File: config.mk
export PLATFORM = sky130hd
export DESIGN_NAME = stage_controller_multi_flat
export DESIGN_NICKNAME = d
export VERILOG_FILES = /design/src/rtl/stage_controller_multi_if.sv /design/src/rtl/stage_controller_multi.sv /design/src/flat_wrapper.sv
export SDC_FILE = /design/constraint.sdc
export NUM_CORES = 1
export LEC_CHECK = 0
export BUFFER_PORTS_ARGS = -buffer_cell sky130_fd_sc_hd__buf_2
export CELL_PAD_IN_SITES_DETAIL_PLACEMENT = 1
export CELL_PAD_IN_SITES_GLOBAL_PLACEMENT = 2
export CORE_MARGIN = 4
export CORE_UTILIZATION = 32
export CTS_BUF_LIST = sky130_fd_sc_hd__clkbuf_2
export DETAILED_ROUTE_END_ITERATION = 8
export PLACE_DENSITY_LB_ADDON = 0.1
export SYNTH_ARGS = -nofsm -noshare
export SYNTH_HDL_FRONTEND = slang
export SYNTH_SLANG_ARGS = --single-unit
File: constraint.sdc
create_clock -name clk -period 2.7 [get_ports clk]
set_input_delay 0.54 -clock clk [delete_from_list [all_inputs] [get_ports clk]]
set_output_delay 0.54 -clock clk [all_outputs]
set_load 0.01 [all_outputs]
File: src/rtl/stage_controller_multi_if.sv
// Stage controller bundle: round start, PE status, stage broadcast and result handshake.
// master = the stage controller, slave = the round source, PE array and result consumer.
// The result handshake is valid/ready; result_valid is held until result_ready is seen.
interface stage_controller_multi_if #(
   parameter int PU_COUNT                = 18,
   parameter int ITERATION_COUNTER_WIDTH = 8,
   parameter int CYCLE_COUNTER_WIDTH     = 32,
   parameter int STAGE_WIDTH             = 3
);
   logic                               new_round_start;
   logic [PU_COUNT-1:0]                busy_PE;
   logic [PU_COUNT-1:0]                odd_clusters_PE;
   logic                               result_ready;
   logic [STAGE_WIDTH-1:0]             global_stage;
   logic                               result_valid;
   logic [ITERATION_COUNTER_WIDTH-1:0] iteration_counter;
   logic [CYCLE_COUNTER_WIDTH-1:0]     cycle_counter;
   logic                               timeout;

   modport master (
      input  new_round_start, busy_PE, odd_clusters_PE, result_ready,
      output global_stage, result_valid, iteration_counter, cycle_counter, timeout
   );

   modport slave (
      output new_round_start, busy_PE, odd_clusters_PE, result_ready,
      input  global_stage, result_valid, iteration_counter, cycle_counter, timeout
   );
endinterface

File: src/rtl/stage_controller_multi.sv
// Global decode stage sequencer for one PE array (IDLE/LOADING/GROW/MERGE/PEELING/RESULT).
// Latency: PE busy/odd seen one cycle late (registered OR); new stage visible one edge after decision.
// Backpressure: result_valid held until result_ready; starts arriving while result_valid=1 are dropped.
// Optional PEELING stage enabled by defining STAGE_CTRL_PEELING_EN; otherwise MERGE goes straight to RESULT.
module stage_controller_multi #(
   parameter int CODE_DISTANCE_X         = 3,
   parameter int CODE_DISTANCE_Z         = 2,
   parameter int ITERATION_COUNTER_WIDTH = 8,
   parameter int MAX_ITERATIONS          = 255,
   parameter int MAXIMUM_DELAY           = 2,
   parameter int LOADING_CYCLES          = 1,
   parameter int CYCLE_COUNTER_WIDTH     = 32
) (
   input  logic                     clk,
   input  logic                     reset,
   stage_controller_multi_if.master bus
);
   localparam int MEASUREMENT_ROUNDS = (CODE_DISTANCE_X > CODE_DISTANCE_Z) ? CODE_DISTANCE_X : CODE_DISTANCE_Z;
   localparam int PU_COUNT    = CODE_DISTANCE_X * CODE_DISTANCE_Z * MEASUREMENT_ROUNDS;
   localparam int STAGE_WIDTH = 3;
   localparam int DELAY_SPAN  = (MAXIMUM_DELAY > LOADING_CYCLES) ? MAXIMUM_DELAY : LOADING_CYCLES;
   localparam int DELAY_WIDTH = (DELAY_SPAN < 2) ? 1 : $clog2(DELAY_SPAN + 1);

   localparam logic [STAGE_WIDTH-1:0] ST_IDLE    = STAGE_WIDTH'(0);
   localparam logic [STAGE_WIDTH-1:0] ST_LOADING = STAGE_WIDTH'(1);
   localparam logic [STAGE_WIDTH-1:0] ST_GROW    = STAGE_WIDTH'(2);
   localparam logic [STAGE_WIDTH-1:0] ST_MERGE   = STAGE_WIDTH'(3);
   localparam logic [STAGE_WIDTH-1:0] ST_PEELING = STAGE_WIDTH'(4);
   localparam logic [STAGE_WIDTH-1:0] ST_RESULT  = STAGE_WIDTH'(5);

`ifdef STAGE_CTRL_PEELING_EN
   localparam logic [STAGE_WIDTH-1:0] ST_AFTER_MERGE = ST_PEELING;
`else
   localparam logic [STAGE_WIDTH-1:0] ST_AFTER_MERGE = ST_RESULT;
`endif

   logic [STAGE_WIDTH-1:0]             stage, next_stage, prev_stage;
   logic [DELAY_WIDTH-1:0]             delay_cnt;
   logic [PU_COUNT-1:0]                busy_vec, odd_vec;
   logic                               busy_r, odd_r;
   logic                               result_valid_r, timeout_r;
   logic [ITERATION_COUNTER_WIDTH-1:0] iter_cnt;
   logic [CYCLE_COUNTER_WIDTH-1:0]     cyc_cnt;
   logic                               settled, load_done, iter_limit;
   logic                               loading_entry, grow_first, timeout_set;

   assign busy_vec   = bus.busy_PE;
   assign odd_vec    = bus.odd_clusters_PE;
   assign settled    = (delay_cnt == DELAY_WIDTH'(MAXIMUM_DELAY));
   assign load_done  = (delay_cnt == DELAY_WIDTH'(LOADING_CYCLES - 1));
   assign iter_limit = (iter_cnt == ITERATION_COUNTER_WIDTH'(MAX_ITERATIONS));

   // State register; prev_stage remembers last cycle's stage for GROW-entry detection
   always_ff @(posedge clk or posedge reset) begin
      if (reset) begin
         stage      <= ST_IDLE;
         prev_stage <= ST_IDLE;
      end else begin
         stage      <= next_stage;
         prev_stage <= stage;
      end
   end

   // Next-state decision, using only the registered busy/odd reductions
   always_comb begin
      next_stage = ST_IDLE;
      case (stage)
         ST_IDLE:    next_stage = (bus.new_round_start && !result_valid_r) ? ST_LOADING : ST_IDLE;
         ST_LOADING: next_stage = load_done ? ST_GROW : ST_LOADING;
         ST_GROW:    next_stage = ST_MERGE;
         ST_MERGE: begin
            if (!settled || busy_r)  next_stage = ST_MERGE;
            else if (!odd_r)         next_stage = ST_AFTER_MERGE;
            else if (iter_limit)     next_stage = ST_RESULT;
            else                     next_stage = ST_GROW;
         end
         ST_PEELING: next_stage = (!settled || busy_r) ? ST_PEELING : ST_RESULT;
         ST_RESULT:  next_stage = ST_IDLE;
         default:    next_stage = ST_IDLE;
      endcase
   end

   // Outputs and stage-derived strobes
   always_comb begin
      bus.global_stage      = stage;
      bus.result_valid      = result_valid_r;
      bus.iteration_counter = iter_cnt;
      bus.cycle_counter     = cyc_cnt;
      bus.timeout           = timeout_r;
      loading_entry         = (stage != ST_LOADING) && (next_stage == ST_LOADING);
      grow_first            = (stage == ST_GROW) && (prev_stage != ST_GROW);
      timeout_set           = (stage == ST_MERGE) && (next_stage == ST_RESULT) && odd_r;
   end

   // Register the PE OR-reductions once; every decision sees them a cycle late
   always_ff @(posedge clk or posedge reset) begin
      if (reset) begin
         busy_r <= 1'b0;
         odd_r  <= 1'b0;
      end else begin
         busy_r <= |busy_vec;
         odd_r  <= |odd_vec;
      end
   end

   // Shared dwell counter for LOADING length and MERGE/PEELING settle time; cleared on stage change
   always_ff @(posedge clk or posedge reset) begin
      if (reset)
         delay_cnt <= '0;
      else if (next_stage != stage)
         delay_cnt <= '0;
      else if (stage == ST_LOADING || ((stage == ST_MERGE || stage == ST_PEELING) && !settled))
         delay_cnt <= delay_cnt + 1'b1;
   end

   // Iteration count and timeout flag, both cleared when a round is accepted
   always_ff @(posedge clk or posedge reset) begin
      if (reset) begin
         iter_cnt  <= '0;
         timeout_r <= 1'b0;
      end else if (loading_entry) begin
         iter_cnt  <= '0;
         timeout_r <= 1'b0;
      end else begin
         if (grow_first)  iter_cnt  <= iter_cnt + 1'b1;
         if (timeout_set) timeout_r <= 1'b1;
      end
   end

   // Saturating decode-latency counter, restarted at 1 in LOADING, frozen in IDLE
   always_ff @(posedge clk or posedge reset) begin
      if (reset)
         cyc_cnt <= '0;
      else if (stage == ST_LOADING)
         cyc_cnt <= CYCLE_COUNTER_WIDTH'(1);
      else if ((stage == ST_GROW || stage == ST_MERGE || stage == ST_PEELING || stage == ST_RESULT)
               && (cyc_cnt != '1))
         cyc_cnt <= cyc_cnt + 1'b1;
   end

   // Result handshake: raised leaving RESULT, dropped when the consumer takes it
   always_ff @(posedge clk or posedge reset) begin
      if (reset)
         result_valid_r <= 1'b0;
      else if (stage == ST_RESULT)
         result_valid_r <= 1'b1;
      else if (bus.result_ready)
         result_valid_r <= 1'b0;
   end
endmodule
File: src/flat_wrapper.sv
// flat-port wrapper written by rule: the top's interface ports become plain ports
module stage_controller_multi_flat 
#(
   parameter int CODE_DISTANCE_X         = 3,
   parameter int CODE_DISTANCE_Z         = 2,
   parameter int ITERATION_COUNTER_WIDTH = 8,
   parameter int MAX_ITERATIONS          = 255,
   parameter int MAXIMUM_DELAY           = 2,
   parameter int LOADING_CYCLES          = 1,
   parameter int CYCLE_COUNTER_WIDTH     = 32
)
  (clk, reset, bus_new_round_start, bus_busy_PE, bus_odd_clusters_PE, bus_result_ready, bus_global_stage, bus_result_valid, bus_iteration_counter, bus_cycle_counter, bus_timeout);
  stage_controller_multi_if #(.ITERATION_COUNTER_WIDTH(ITERATION_COUNTER_WIDTH), .CYCLE_COUNTER_WIDTH(CYCLE_COUNTER_WIDTH)) bus_i ();
  input  logic clk;
  input  logic reset;
  input wire logic [$bits(bus_i.new_round_start)-1:0] bus_new_round_start;
  input wire logic [$bits(bus_i.busy_PE)-1:0] bus_busy_PE;
  input wire logic [$bits(bus_i.odd_clusters_PE)-1:0] bus_odd_clusters_PE;
  input wire logic [$bits(bus_i.result_ready)-1:0] bus_result_ready;
  output wire logic [$bits(bus_i.global_stage)-1:0] bus_global_stage;
  output wire logic [$bits(bus_i.result_valid)-1:0] bus_result_valid;
  output wire logic [$bits(bus_i.iteration_counter)-1:0] bus_iteration_counter;
  output wire logic [$bits(bus_i.cycle_counter)-1:0] bus_cycle_counter;
  output wire logic [$bits(bus_i.timeout)-1:0] bus_timeout;
  assign bus_i.new_round_start = bus_new_round_start;
  assign bus_i.busy_PE = bus_busy_PE;
  assign bus_i.odd_clusters_PE = bus_odd_clusters_PE;
  assign bus_i.result_ready = bus_result_ready;
  assign bus_global_stage = bus_i.global_stage;
  assign bus_result_valid = bus_i.result_valid;
  assign bus_iteration_counter = bus_i.iteration_counter;
  assign bus_cycle_counter = bus_i.cycle_counter;
  assign bus_timeout = bus_i.timeout;
  stage_controller_multi #(.CODE_DISTANCE_X(CODE_DISTANCE_X), .CODE_DISTANCE_Z(CODE_DISTANCE_Z), .ITERATION_COUNTER_WIDTH(ITERATION_COUNTER_WIDTH), .MAX_ITERATIONS(MAX_ITERATIONS), .MAXIMUM_DELAY(MAXIMUM_DELAY), .LOADING_CYCLES(LOADING_CYCLES), .CYCLE_COUNTER_WIDTH(CYCLE_COUNTER_WIDTH)) u_core (.clk(clk), .reset(reset), .bus(bus_i));
endmodule
==> impl_metrics.yaml <==
layout:
  area_growth_pct: 23.6
  nets: 436
  n_fill_cell: 1083
  antennaDiodeCount: 0
  drive_above_1_share_pct: 28.2
  stdcell_area_mm2: 0.00349
job:
  maxCapViolCount: 0
detailed_routing:
  drc: 0
  wirelength_um: 8120
  antenna_left: 0
  first_iter_violations: 77
  viasPerCell: 5.48
  num_vias: 2746
  drt_pre_antenna_iters: 4
  routedWlPerCell_um: 16.2
pwr:
  ir_drop_v: 0.000299
  intPower_uw: 1240
  power.density_mw_per_mm2: 566
  seq_power_share_pct: 53.6
  p_leak_uw: 0.00156
  combPwrFrac_pct: 29.4
  p_sw_share_pct: 37.0
  p_switching_uw: 732
  clockPowerShare_pct: 17.0
critical_path:
  cp_top_family: "simple AND/OR/NAND/NOR gates"
  path_common_cell: "or4_1"
  crit_start: "u_core.bus.cycle_counter[0]$_DFFE_PP0P_"
  rr_startpoint: "u_core.bus.cycle_counter[0]$_DFFE_PP0P_"
  slowest_delay_ps: 660
  required_ps: 3120
  startpoint_type: "flop"
  cp_data_arrival_time_ps: 2880
  cp_max_fo: 10
  setup.worst_path.end_class: "flop"
  cp.buffers_inverters: 0
  crit_type: "flop to flop"
  slowest_stage: "or4_1"
  worstPathCellList: "ha_1, and3_1, nand3_2, or4_1, or4_1, a21oi_1"
sta:
  finalSetupViolCount: 0
  clock.fmax_ghz: 0.406
  max_slew_margin_pct: 55.1
  rsz0062_at_grt: "no"
  finalCriticalPeriod_ps: 2460
  hold_violations: 0
  worstMarginPinSlew_ps: 668
  setup_ws_ps: 239
  period_share_pct: 91.1
  slew_viol_final: 0
  finClkSkew_ps: 15.1
  holdWs_ps: 122
  fin_setup_tns_ps: 0
floorplanning:
  fp-row-count: 34
  die_area_mm2: 0.0104
  initial_core_util_pct: 32.7
  core_mm2: 0.00864
  die_w_um: 102
  pin_count: 85
  die_h_um: 102
synth:
  synth_area_leaders: "dfrtp_1 46%, nor2_1 4.1%, a21oi_1 3.5%"
  synthFlopType: "dfrtp_1"
  syn_inst: 299
  synth-async-reset-ratio_pct: 100
  yosysTopAreaCell: "dfrtp_1"
  synth_area_mm2: 0.00282
  yosys_warnings: 0
  ys_ff_latch: 52
  avgSynthCellArea_um2: 9.44
  synth.distinct_cells: 48
  synth.net_count: 343
  synth_top_area_share_pct: 46.1
  yosysSeqAreaShare_pct: 46.1
  synth_edf_count: 0
placed_design:
  placed_cell_area_mm2: 0.00344
  preCtsSetupSlack_ps: 290
  hpwl_um: 6250
  gp_congestion: 0.799
  place.port_buffers: 84
clock_tree:
  clk_pin_slew_worst_paths_ps: 290
  htree_num_levels: 2
  clkLatencyLatePin_ps: 450
  clock-sinks: 52
  clockBufferDepth: 2
  cts_buffers: 5
  cts_tree: "done"
  ctsHoldBuffers: 0
  cts_root_buffer: "clkbuf_2"
  postCtsSetupRepairBufs: 0
  cts_resized: 0
global_route:
  grt_pass1_wl_um: 13800
  grt_overflow: 0
  grt_antenna_before_repair: 0
  grt_max_degree: 29
  grt_pass1_vias: 2823
  track_usage_pct: 16.4
min_path:
  hp-class: "primary input to asynchronous set/reset pin"
status:
  status: "complete, no violations"
==> worst reg2reg max path, delay by kind of cell, from the launching register on <==
| family | cells | cell delay, ps |
|---|---|---|
| and+or+nand+nor | 4 | 1560 |
| DFF | 1 | 510 |
| adders and majority gates | 1 | 210 |
| AOI/OAI and AO/OA | 1 | 140 |
==> kinds of logic (layout without fill, tap and decap cells) <==
kind of cell | Yosys count | in the layout | synth area share, %
muxes | 2 | 2 | 0.709
DFF | 52 | 52 | 46.1
xor gates and xnor gates | 14 | 14 | 4.61
and+or+nand+nor | 134 | 134 | 26.0
buffers and inverters | 20 | 114 | 2.75
adders and majority gates | 4 | 4 | 1.77
AOI/OAI and AO/OA | 73 | 73 | 18.0
==> registers in the layout, indices dropped and copies added (netlist names) <==
register                      flops
u_core.bus.cycle_counter         32
u_core.bus.global_stage           3
u_core.bus.iteration_counter      8
u_core.bus.result_valid           1
u_core.bus.timeout                1
u_core.busy_r                     1
u_core.delay_cnt                  2
u_core.odd_r                      1
u_core.prev_stage                 3
==> area by class of cell <==
cell class / instances / area, µm² / area share (%)
multi-input combinational: 227 / 1440 / 41.4
sequential: 52 / 1300 / 37.3
timing repair buffer: 96 / 523 / 15.0
tap: 108 / 135 / 3.87
inverter: 10 / 37.5 / 1.08
clock buffer: 5 / 25.0 / 0.717
clock inverter: 3 / 23.8 / 0.681
==> power by group through the flow <==
stage               logic [µW]  registers (µW)  clock network (µW)
finish                     581            1060                 336
global route               664            1080                 389
CTS                        597            1060                 358
detailed placement         593            1070                   0
global placement           579            1070                   0
floorplan                  300            1100                   0
==> synth_stat cells, types with 2 or more instances <==
cell type and number:
a41oi_1 5, and2_1 4, nor2_1 31, a21oi_1 20
inv_1 9, ha_1 4, o31ai_1 5, and3_1 5
a41o_1 2, xor2_1 6, o211ai_1 2, o21ai_0 13
a211oi_1 6, nor3b_1 3, a2111oi_0 2, nor4_1 7
xnor2_1 7, nand2_1 22, or4_1 10, dfrtp_1 52
nand4_1 12, a31o_1 2, mux2i_1 2, or3_1 11
a31oi_1 4, nor2b_1 2, nor3_1 3, o21ai_1 3
buf_2 2, and4_1 6, clkbuf_1 8, nand3_1 13
==> layer usage <==
metal	global-route usage (%)	vias up	wire [µm]
met4	4.34	0	107
li1	-	1315	-
met2	29.1	68	4100
met3	3.07	10	371
met1	20.5	1353	3550
met5	0	-	0
==> cells in the final DEF (no fill, tap or decap), drive strengths merged, types with 5 or more instances in the layout <==
cell type	instances
nand3	14
a41oi	5
o21ai	16
o31ai	5
xnor2	7
buf	96
nand2	22
or4	10
clkbuf	5
nor4	8
nand4	12
a211oi	6
xor2	7
or3	11
dfrtp	52
inv	10
and4	6
a21oi	20
nor2	31
and3	5
==> path summary, 6_finish.rpt <==
path / end / slack (ps) / cells past startpoint
worst max-delay path: u_core.bus.cycle_counter[28]$_DFFE_PP0P_ / 240 / 6
worst min-delay path: u_core.bus.cycle_counter[0]$_DFFE_PP0P_ / 120 / 2
worst max register to register: u_core.bus.cycle_counter[28]$_DFFE_PP0P_ / 240 / 6
worst min register to register: u_core.bus.timeout$_DFFE_PP0P_ / 550 / 2
max in group asynchronous: u_core.bus.cycle_counter[13]$_DFFE_PP0P_ / 2000 / 3
min in group clk: u_core.busy_r$_DFF_PP0_ / 260 / 2
==> stage by stage <==
step | cells | total power [µW] | util, %
final | 501 | 1980 | 40.4
after global routing | 501 | 2130 | 40.4
after CTS | 501 | 2010 | 40.4
after detailed placement | 493 | 1670 | 39.8
after global placement | 493 | 1650 | 39.8
after floorplan | 299 | 1400 | -
(Power assumes the default switching activity.)
